## config.mk

```make
export PLATFORM = sky130hd
export DESIGN_NAME = rr_arbiter_idx8_flat
export DESIGN_NICKNAME = d
export VERILOG_FILES = /design/src/rtl/arb_pkg.sv /design/src/rtl/rr_arbiter_idx8_if.sv /design/src/rtl/rr_pick8.sv /design/src/rtl/rr_arbiter_idx8.sv /design/src/flat_wrapper.sv
export SDC_FILE = /design/constraint.sdc
export NUM_CORES = 1
export LEC_CHECK = 0
export ABC_AREA = 1
export CORE_ASPECT_RATIO = 1.1
export CORE_MARGIN = 3
export CORE_UTILIZATION = 50
export DETAILED_ROUTE_END_ITERATION = 8
export PLACE_DENSITY = 0.72
export SETUP_SLACK_MARGIN = 0.1
export SLEW_MARGIN = 25
export SYNTH_ARGS = -nofsm -noshare
export SYNTH_HDL_FRONTEND = slang
export SYNTH_SLANG_ARGS = --single-unit
```

## constraint.sdc

```tcl
create_clock -name clk -period 5.5 [get_ports clk]
set_clock_uncertainty 0.2 [all_clocks]
set_input_delay 1.1 -clock clk [delete_from_list [all_inputs] [get_ports clk]]
set_output_delay 1.1 -clock clk [all_outputs]
set_load 0.02 [all_outputs]
```

## src/rtl/arb_pkg.sv

```systemverilog
// -----------------------------------------------------------------------------
// arb_pkg
// Shared types and constants for the eight-way round-robin index arbiter.
//   state_t : arbiter FSM state (IDLE, GRANT)
//   N_REQ   : number of requesters
//   IDX_W   : width of a requester index
//   idx_t   : requester index type
// -----------------------------------------------------------------------------
package arb_pkg;

  localparam int N_REQ = 8;
  localparam int IDX_W = 3;

  typedef logic [IDX_W-1:0] idx_t;

  typedef enum logic {
    IDLE  = 1'b0,
    GRANT = 1'b1
  } state_t;

endpackage : arb_pkg

```

## src/rtl/rr_arbiter_idx8_if.sv

```systemverilog
// -----------------------------------------------------------------------------
// rr_arbiter_idx8_if
// Request/grant bundle between the requesters and the arbiter.
//   en        : arbiter enable, low forces no grant
//   req       : request vector, bit i = requester i
//   release_i : one-cycle pulse from the grantee ending its transfer
//   grant_idx : index of the granted requester (decoder select)
//   grant_vld : grant active (decoder enable)
//   timeout   : one-cycle pulse when a grant is revoked by the hold limit
// Modports: master drives requests, slave is the arbiter.
// -----------------------------------------------------------------------------
interface rr_arbiter_idx8_if;
  import arb_pkg::*;

  logic             en;
  logic [N_REQ-1:0] req;
  logic             release_i;
  idx_t             grant_idx;
  logic             grant_vld;
  logic             timeout;

  modport master (
    output en, req, release_i,
    input  grant_idx, grant_vld, timeout
  );

  modport slave (
    input  en, req, release_i,
    output grant_idx, grant_vld, timeout
  );

endinterface : rr_arbiter_idx8_if

```

## src/rtl/rr_pick8.sv

```systemverilog
// -----------------------------------------------------------------------------
// rr_pick8
// Combinational find-first-set starting at a rotating pointer.
//   req    : request vector
//   ptr    : highest-priority index for this search
//   winner : first set bit of req at or above ptr, wrapping 7 -> 0
//   any    : at least one request is set (winner is valid)
// -----------------------------------------------------------------------------
module rr_pick8
  import arb_pkg::*;
(
  input  logic [N_REQ-1:0] req,
  input  idx_t             ptr,
  output idx_t             winner,
  output logic             any
);

  // NOTE: every output gets a default before the loop so no path through the
  // block leaves it unassigned; otherwise synthesis infers a latch.
  always_comb begin
    winner = '0;
    any    = 1'b0;
    for (int i = 0; i < N_REQ; i++) begin
      // Index arithmetic is IDX_W bits wide, so ptr + i wraps 7 -> 0 for free.
      idx_t cand;
      cand = ptr + idx_t'(i);
      if (!any && req[cand]) begin
        winner = cand;
        any    = 1'b1;
      end
    end
  end

endmodule : rr_pick8

```

## src/rtl/rr_arbiter_idx8.sv

```systemverilog
// -----------------------------------------------------------------------------
// rr_arbiter_idx8
// Eight-way round-robin arbiter with registered grant index and valid strobe,
// intended to drive a 3-to-8 one-hot decoder. A grant is held until the
// grantee releases it, drops its request, or has held it MAX_HOLD cycles.
// Every grant is followed by at least one cycle with grant_vld low, so the
// decoder never shows two one-hot grants back to back.
//   clk   : rising-edge clock
//   rst_n : asynchronous active-low reset
//   bus   : request/grant bundle (slave side)
// Parameters:
//   MAX_HOLD : cycles a grant may be held before forced rotation, 0 = no limit
//   HOLD_W   : hold counter width, 2**HOLD_W > MAX_HOLD
// -----------------------------------------------------------------------------
module rr_arbiter_idx8
  import arb_pkg::*;
#(
  parameter int MAX_HOLD = 16,
  parameter int HOLD_W   = 5
) (
  input  logic                clk,
  input  logic                rst_n,
  rr_arbiter_idx8_if.slave    bus
);

  localparam logic [HOLD_W-1:0] HOLD_SAT  = HOLD_W'(MAX_HOLD);
  // Value of hold_cnt in the last permitted grant cycle (cnt starts at 0).
  localparam logic [HOLD_W-1:0] HOLD_LAST = HOLD_W'(MAX_HOLD - 1);
  localparam bit                HOLD_EN   = (MAX_HOLD != 0);

  state_t            state;
  idx_t              ptr;
  logic [HOLD_W-1:0] hold_cnt;
  idx_t              grant_idx_q;
  logic              grant_vld_q;
  logic              timeout_q;

  idx_t              winner;
  logic              any;
  idx_t              next_ptr;
  logic              grantee_done;

  rr_pick8 u_pick (
    .req    (bus.req),
    .ptr    (ptr),
    .winner (winner),
    .any    (any)
  );

  assign next_ptr     = grant_idx_q + idx_t'(1);
  assign grantee_done = bus.release_i || !bus.req[grant_idx_q];

  // NOTE: all state here uses non-blocking assignments so every register
  // samples the pre-edge values of the others, independent of statement order.
  always_ff @(posedge clk or negedge rst_n) begin
    if (!rst_n) begin
      state       <= IDLE;
      ptr         <= '0;
      hold_cnt    <= '0;
      grant_idx_q <= '0;
      grant_vld_q <= 1'b0;
      timeout_q   <= 1'b0;
    end else begin
      timeout_q <= 1'b0;
      unique case (state)
        IDLE: begin
          if (bus.en && any) begin
            grant_idx_q <= winner;
            grant_vld_q <= 1'b1;
            hold_cnt    <= '0;
            state       <= GRANT;
          end else begin
            grant_vld_q <= 1'b0;
          end
        end

        GRANT: begin
          if (!bus.en) begin
            // Pointer untouched: the interrupted grantee keeps top priority.
            grant_vld_q <= 1'b0;
            state       <= IDLE;
          end else if (grantee_done) begin
            // Checked before the hold limit, so a release in the last
            // permitted cycle suppresses the timeout pulse.
            grant_vld_q <= 1'b0;
            ptr         <= next_ptr;
            state       <= IDLE;
          end else if (HOLD_EN && hold_cnt == HOLD_LAST) begin
            grant_vld_q <= 1'b0;
            ptr         <= next_ptr;
            timeout_q   <= 1'b1;
            state       <= IDLE;
          end else if (hold_cnt != HOLD_SAT) begin
            hold_cnt <= hold_cnt + HOLD_W'(1);
          end
        end

        default: begin
          grant_vld_q <= 1'b0;
          state       <= IDLE;
        end
      endcase
    end
  end

  assign bus.grant_idx = grant_idx_q;
  assign bus.grant_vld = grant_vld_q;
  assign bus.timeout   = timeout_q;

endmodule : rr_arbiter_idx8

```

## src/flat_wrapper.sv

```systemverilog
// flat-port wrapper written by rule: the top's interface ports become plain ports
module rr_arbiter_idx8_flat import arb_pkg::*;
#(
  parameter int MAX_HOLD = 16,
  parameter int HOLD_W   = 5
)
  (clk, rst_n, bus_en, bus_req, bus_release_i, bus_grant_idx, bus_grant_vld, bus_timeout);
  rr_arbiter_idx8_if bus_i ();
  input  logic clk;
  input  logic rst_n;
  input wire logic [$bits(bus_i.en)-1:0] bus_en;
  input wire logic [$bits(bus_i.req)-1:0] bus_req;
  input wire logic [$bits(bus_i.release_i)-1:0] bus_release_i;
  output wire logic [$bits(bus_i.grant_idx)-1:0] bus_grant_idx;
  output wire logic [$bits(bus_i.grant_vld)-1:0] bus_grant_vld;
  output wire logic [$bits(bus_i.timeout)-1:0] bus_timeout;
  assign bus_i.en = bus_en;
  assign bus_i.req = bus_req;
  assign bus_i.release_i = bus_release_i;
  assign bus_grant_idx = bus_i.grant_idx;
  assign bus_grant_vld = bus_i.grant_vld;
  assign bus_timeout = bus_i.timeout;
  rr_arbiter_idx8 #(.MAX_HOLD(MAX_HOLD), .HOLD_W(HOLD_W)) u_core (.clk(clk), .rst_n(rst_n), .bus(bus_i));
endmodule
```

# --- Word level (Yosys, flattened, before mapping) ---
# Index checks and enable logic that the tools add are counted.
# Widths: inputs -> output; s select.
word_totals:
  input_bits: 12
  output_inout_bits: 5
  reg_bits: 14
  wordCells: 109
op_classes:
  n_eq_ne: 8
  n_bitwise: 1
  n_addsub: 9
  n_lt_le_gt_ge: 9
  reduce_logical: 21
  n_mux: 55
op_table:
  columns: ["operator", "count"]
  rows:
  - ["$lt 3x4->1 const B", 9]
  - ["$mux 3", 10]
  - ["$mux 1", 28]
  - ["$bmux 1 s3", 9]
  - ["$mux 5", 5]
  - ["$add 3x3->3 const B", 4]
  - ["$pmux 5 s2", 1]
  - ["$logic_and 1x1->1", 8]
  - ["$logic_not 1->1", 8]
  - ["$ne 2x2->1 const B", 4]
  - ["$add 3x1->3 const B", 2]
  - ["$add 3x2->3 const B", 2]
  - ["$add 5x1->5 const B", 1]
  - ["$eq 5x4->1 const B", 1]
  - ["$ne 5x5->1 const B", 1]
  - ["$reduce_and 5->1", 1]
  - ["$ne 4x4->1 const B", 1]
  - ["$pmux 1 s2", 2]
  - ["$reduce_and 3->1", 1]
  - ["$ne 2x1->1 const B", 1]
  - ["$reduce_and 2->1", 1]
  - ["$reduce_bool 2->1", 1]
  - ["$logic_or 1x1->1", 1]
  - ["$not 1->1", 1]

# --- Logic depth before layout (Yosys ltp) ---
logic_depth:
  depth_word: 27
  ltp_mapped: 17
  ltp_nobuf: 16

# --- Modules after synthesis ---
# A second synthesis with hierarchy kept.
unflattened:
  cells_unflattened: 252
  area_unflattened_um2: 1714.1
modules_own_cells:
  columns: ["mod", "cells_each", "seq_area_each_um2", "area_each_um2", "instances"]
  rows:
  - ["rr_arbiter_idx8", 115, 350.3, 893.4, 1]
  - ["rr_pick8", 137, 0.0, 820.8, 1]

# --- Worst setup path after synthesis ---
# OpenSTA, ideal clock, no wires.
synth_path:
  path_type: "input to register"
  from: "input bus_req[6]"
  to: "register u_core.hold_cnt[3]"
  t_required_ns: 5.182
  setup_time_ns: 0.118
  arrival_ns: 2.207
  n_path_buf: 0
  path_slack_ns: 2.975
  cell_stages: 12
  path_cell_list: "nand2_1 > nand3_2 > nand3_2 > nand2_4 > nor2_4 > nand4_4 > nor2_4 > nand3_2 > nand2_4 > nand2_4 > nand2_1 > o21ai_2"
synth_between:
  elab_chain_cells: 27
  elab_cells_between_ends: 46
  cone_classes: "eq/ne: 2; mux: 26; reduce/logical: 18"
synth_lines:
  columns: ["element", "line", "rtl"]
  rows:
  - ["from (decl)", "flat_wrapper.sv:12", "input wire logic [$bits(bus_i.req)-1:0] bus_req;"]
  - ["$bmux 1 s3", "rr_pick8.sv:27", "if (!any && req[cand]) begin"]
  - ["$mux 1 (not written as such)", "rr_pick8.sv:27", null]
  - ["$mux 1", "rr_pick8.sv:27", null]
  - ["$logic_not 1->1", "rr_pick8.sv:27", null]
  - ["$logic_and 1x1->1", "rr_pick8.sv:27", null]
  - ["$mux 1", "rr_pick8.sv:27", null]
  - ["$logic_not 1->1", "rr_pick8.sv:27", null]
  - ["$logic_and 1x1->1", "rr_pick8.sv:27", null]
  - ["(+11 left out)", null, null]
  - ["$logic_and 1x1->1", "rr_pick8.sv:27", null]
  - ["$mux 1", "rr_pick8.sv:27", null]
  - ["$logic_not 1->1", "rr_pick8.sv:27", null]
  - ["$logic_and 1x1->1", "rr_pick8.sv:27", null]
  - ["$mux 1", "rr_pick8.sv:27", null]
  - ["$logic_and 1x1->1", "rr_arbiter_idx8.sv:67", "if (bus.en && any) begin"]
  - ["$ne 2x1->1 (no source line)", null, null]
  - ["$reduce_and 5->1 (no source line) (*)", null, null]
  - ["to (signal assigned)", "rr_arbiter_idx8.sv:94", "hold_cnt <= hold_cnt + HOLD_W'(1);"]
  - ["to (decl)", "rr_arbiter_idx8.sv:33", "logic [HOLD_W-1:0] hold_cnt;"]
# Every way passes the cells marked *; elsewhere a longest branch is shown, timed or not. The select of a mux whose other input is x is not followed.
# A chain may end at the register's enable or synchronous reset.

# --- Worst setup path after layout ---
layout_path:
  from: "register u_core.ptr[0]"
  to: "register u_core.hold_cnt[3]"
layout_between:
  elab_chain_cells: 27
  elab_cells_between_ends: 48
  cone_classes: "add/sub: 7; eq/ne: 1; mux: 24; reduce/logical: 16"
layout_lines:
  columns: ["element", "line", "rtl"]
  rows:
  - ["from (decl)", "rr_arbiter_idx8.sv:32", "idx_t ptr;"]
  - ["from (signal assigned)", "rr_arbiter_idx8.sv:86", "ptr <= next_ptr;"]
  - ["from (signal assigned)", "rr_arbiter_idx8.sv:90", "ptr <= next_ptr;"]
  - ["parallel branches: the longest is 23 deep, another holds $add 3x1->3", null, null]
  - ["$mux 1 (*)", "rr_pick8.sv:27", null]
  - ["$logic_and 1x1->1 (*)", "rr_arbiter_idx8.sv:67", null]
  - ["$ne 2x1->1 (no source line) (*)", null, null]
  - ["$reduce_and 5->1 (no source line) (*)", null, null]
# Every way passes the cells marked *. The select of a mux whose other input is x is not followed.

==> impl_metrics.ini <==
[finish]
num-fill-cells = 262
final_nets = 263
area_delta_synth_final_pct = 13.5
antenna_cells = 0
final_util_pct = 60.4
drive_above_1_share_pct = 15.6

[yosys]
synthArstFlopShare_pct = 100
synth_area_leaders = dfrtp_1, nand2_1, nand3_1, nor2_1, nand3_2
synth-seq-cells = 14
ys_warn_count = 0
ys.flop_type = dfrtp_1
syn_inst = 227
synth_top_area_share_pct = 23.3
synth_edf_count = 0
syn-num-nets = 245
ys_seq_area_share_pct = 23.3
syn_area_mm2 = 0.00151
syn_area_per_cell_um2 = 6.63
synth_top_cell_by_area = dfrtp_1
netlist-cell-type-count = 28

[sta]
tightest_slew_ns = 0.630
setup_violations = 0
fmaxAchievable_mhz = 328
period_minus_slack_ns = 3.05
drv_slew = 0
setup_tns_ns = 0
post-route-period-util_pct = 55.5
hold_viol_final = 0
rsz0062_at_grt = no
slew_headroom_pct = 57.8

[setup_path]
critPathArrivalTime_ns = 3.03
critPathLaunch = u_core.ptr[0]
cp-endpoint = u_core.hold_cnt[3]
worstSetupStartpointType = flip-flop
crit_type = flip-flop to flip-flop
r2r-start = u_core.ptr[0]
r2r_end = u_core.hold_cnt[3]
rrSetupSlack_ns = 2.45
rr_worst_depth = 14
worstPathMaxFanout = 12
cp-end-kind = flip-flop
cp.required_ns = 5.48

[grt]
grt_max_degree = 15
grt_use_total_pct = 20.5
busiest_layer = met2
use_met3_pct = 1.02
grt_pass1_wl_mm = 6.06
grt-ovfl-total = 0
grt_antenna_before_repair = 0
use_met1_pct = 26.2
grt_pass1_vias = 1379
grt_use_met2_pct = 35.6

[drt]
routed_via_density = 5.30
wl_per_cell_um = 12.8
ant_nets = 0
first_iter_violations = 59
drc = 0
drt_first_pass_iters = 5
num_vias = 1469
drt-total-wl_mm = 3.53

[placement]
gp_congestion = 0.902
dp_hpwl_mm = 2.80
port_buffers = 16

[cts]
cts_resized = 0
clkTransAtPathRegs_ns = 0.08
cts_setup_buffers = 0
cts_num_sinks = 14
cts_tree = built
cts_buffers = 3
hold_buffers = 0
root_buffer = clkbuf_4
cts-htree-levels = 1
clk_latency_ns = 0.28
clk_path_buf_depth = 2

[floorplanning]
initial_utilization_pct = 53.2
dieArea_mm2 = 0.00371
core_area_mm2 = 0.00283
fp.dieH_um = 63.5
fp-row-count = 20
num_io_pins = 17
die_x_um = 58.3

[worst_hold_path]
hold_class = flip-flop to flip-flop
min_path_cells = 2
min_from = u_core.bus.grant_vld

[status]
status = finished, final reports clean

[power_and_ir_drop]
power_density_mw_per_mm2 = 648
ir_worst_vdd_uv = 343
leakage_uw = 0.000828

[job]
drv_cap = 0
[worst min path at each step]
| stage | endpoint | slack [ns] |
|---|---|---|
| 2_1_floorplan | u_core.hold_cnt[4] | 0.30 |
| 3_3_place_gp | u_core.bus.grant_vld | 0.28 |
| 3_5_place_dp | u_core.bus.grant_vld | 0.27 |
| 4_1_cts | u_core.bus.grant_vld | 0.30 |
| 5_1_grt | u_core.bus.grant_vld | 0.33 |
| 6_report | u_core.bus.grant_vld | 0.29 |
[where the power goes]
| group | total, uW | leakage, uW | switching, uW | internal, uW |
|---|---|---|---|---|
| Sequential | 207 | 0.000179 | 74.5 | 132 |
| Clock | 74.1 | 0.0000210 | 33.9 | 40.3 |
| Combinational | 827 | 0.000628 | 535 | 292 |
| Total | 1110 | 0.000828 | 643 | 464 |
[layout make-up]
type	count	area, um^2	area share (%)
Multi-Input combinational cell	184	1020	59.8
Tap cell	33	41.3	2.42
Timing Repair Buffer	16	160	9.37
Clock buffer	4	36.3	2.12
Inverter	26	98.8	5.78
Sequential cell	14	350	20.5
[Yosys cell counts (2+ instances only)]
cell / count
inv_2: 3
nor2_4: 2
a21oi_1: 4
ha_1: 6
nand2_4: 3
nand3_2: 10
nand3b_1: 3
o21ai_2: 3
nor2_1: 30
dfrtp_1: 14
nand2_2: 7
nor3_1: 2
inv_1: 22
nand2_1: 67
nand3_1: 25
o21ai_0: 10
xor2_1: 3
buf_6: 3
[layout by cell type (no fill, tap or decap), types with 4 or more instances in the layout]
cell             synthesis  routed
clkdlybuf4s50_1          0      16
dfrtp_1                 14      14
nand2_2                  7       7
nor2_1                  30      30
nand3_2                 10      10
a21oi_1                  4       4
inv_1                   22      22
ha_1                     6       6
o21ai_0                 10      10
nand2_1                 67      67
nand3_1                 25      25
[kinds of logic (layout without fill, tap and decap cells)]
| kind of cell | after synthesis | in the layout | synth area share (%) |
|---|---|---|---|
| and+or+nand+nor | 153 | 153 | 50.7 |
| buffers and inverters | 29 | 46 | 8.81 |
| AOI/OAI and AO/OA | 19 | 19 | 7.73 |
| DFF | 14 | 14 | 23.3 |
| adders and majority gates | 6 | 6 | 4.99 |
| xor gates and xnor gates | 6 | 6 | 4.49 |
[registers in the layout (all words and copies together) (netlist names)]
register	cells
u_core.hold_cnt	5
u_core.bus.grant_idx	3
u_core.ptr	3
u_core.bus.grant_vld	1
u_core.bus.timeout	1
u_core.state	1
[stage by stage]
| stage | area, um^2 | std cells | hold slack (ns) | setup WS [ns] | total power (uW) |
|---|---|---|---|---|---|
| 3_3_place_gp | 1670 | 273 | 0.284 | 2.30 | 1030 |
| 3_5_place_dp | 1670 | 273 | 0.266 | 2.27 | 1030 |
| 6_report | 1710 | 277 | 0.294 | 2.45 | 1110 |
| 4_1_cts | 1710 | 277 | 0.297 | 2.46 | 1110 |
| 5_1_grt | 1710 | 277 | 0.332 | 2.22 | 1230 |
| 2_1_floorplan | 1510 | 227 | 0.302 | 2.97 | 867 |
[layer usage]
metal | vias to the layer above | wire, um
li1 | 762 | -
met1 | 650 | 1580
met2 | 46 | 1760
met3 | 11 | 120
met4 | 0 | 76
met5 | - | 0
[worst max-delay path, stage by stage, from the launching register on]
cell,delay (ns)
dfrtp_1,0.68
inv_2,0.20
ha_1,0.46
inv_2,0.18
nand3_2,0.15
nand3_1,0.11
nand2_1,0.08
nor2_4,0.14
nand4_4,0.12
nor2_4,0.15
nand3_2,0.10
nand2_4,0.14
nand2_4,0.10
nand2_1,0.08
o21ai_2,0.05
(Power assumes the default switching activity.)
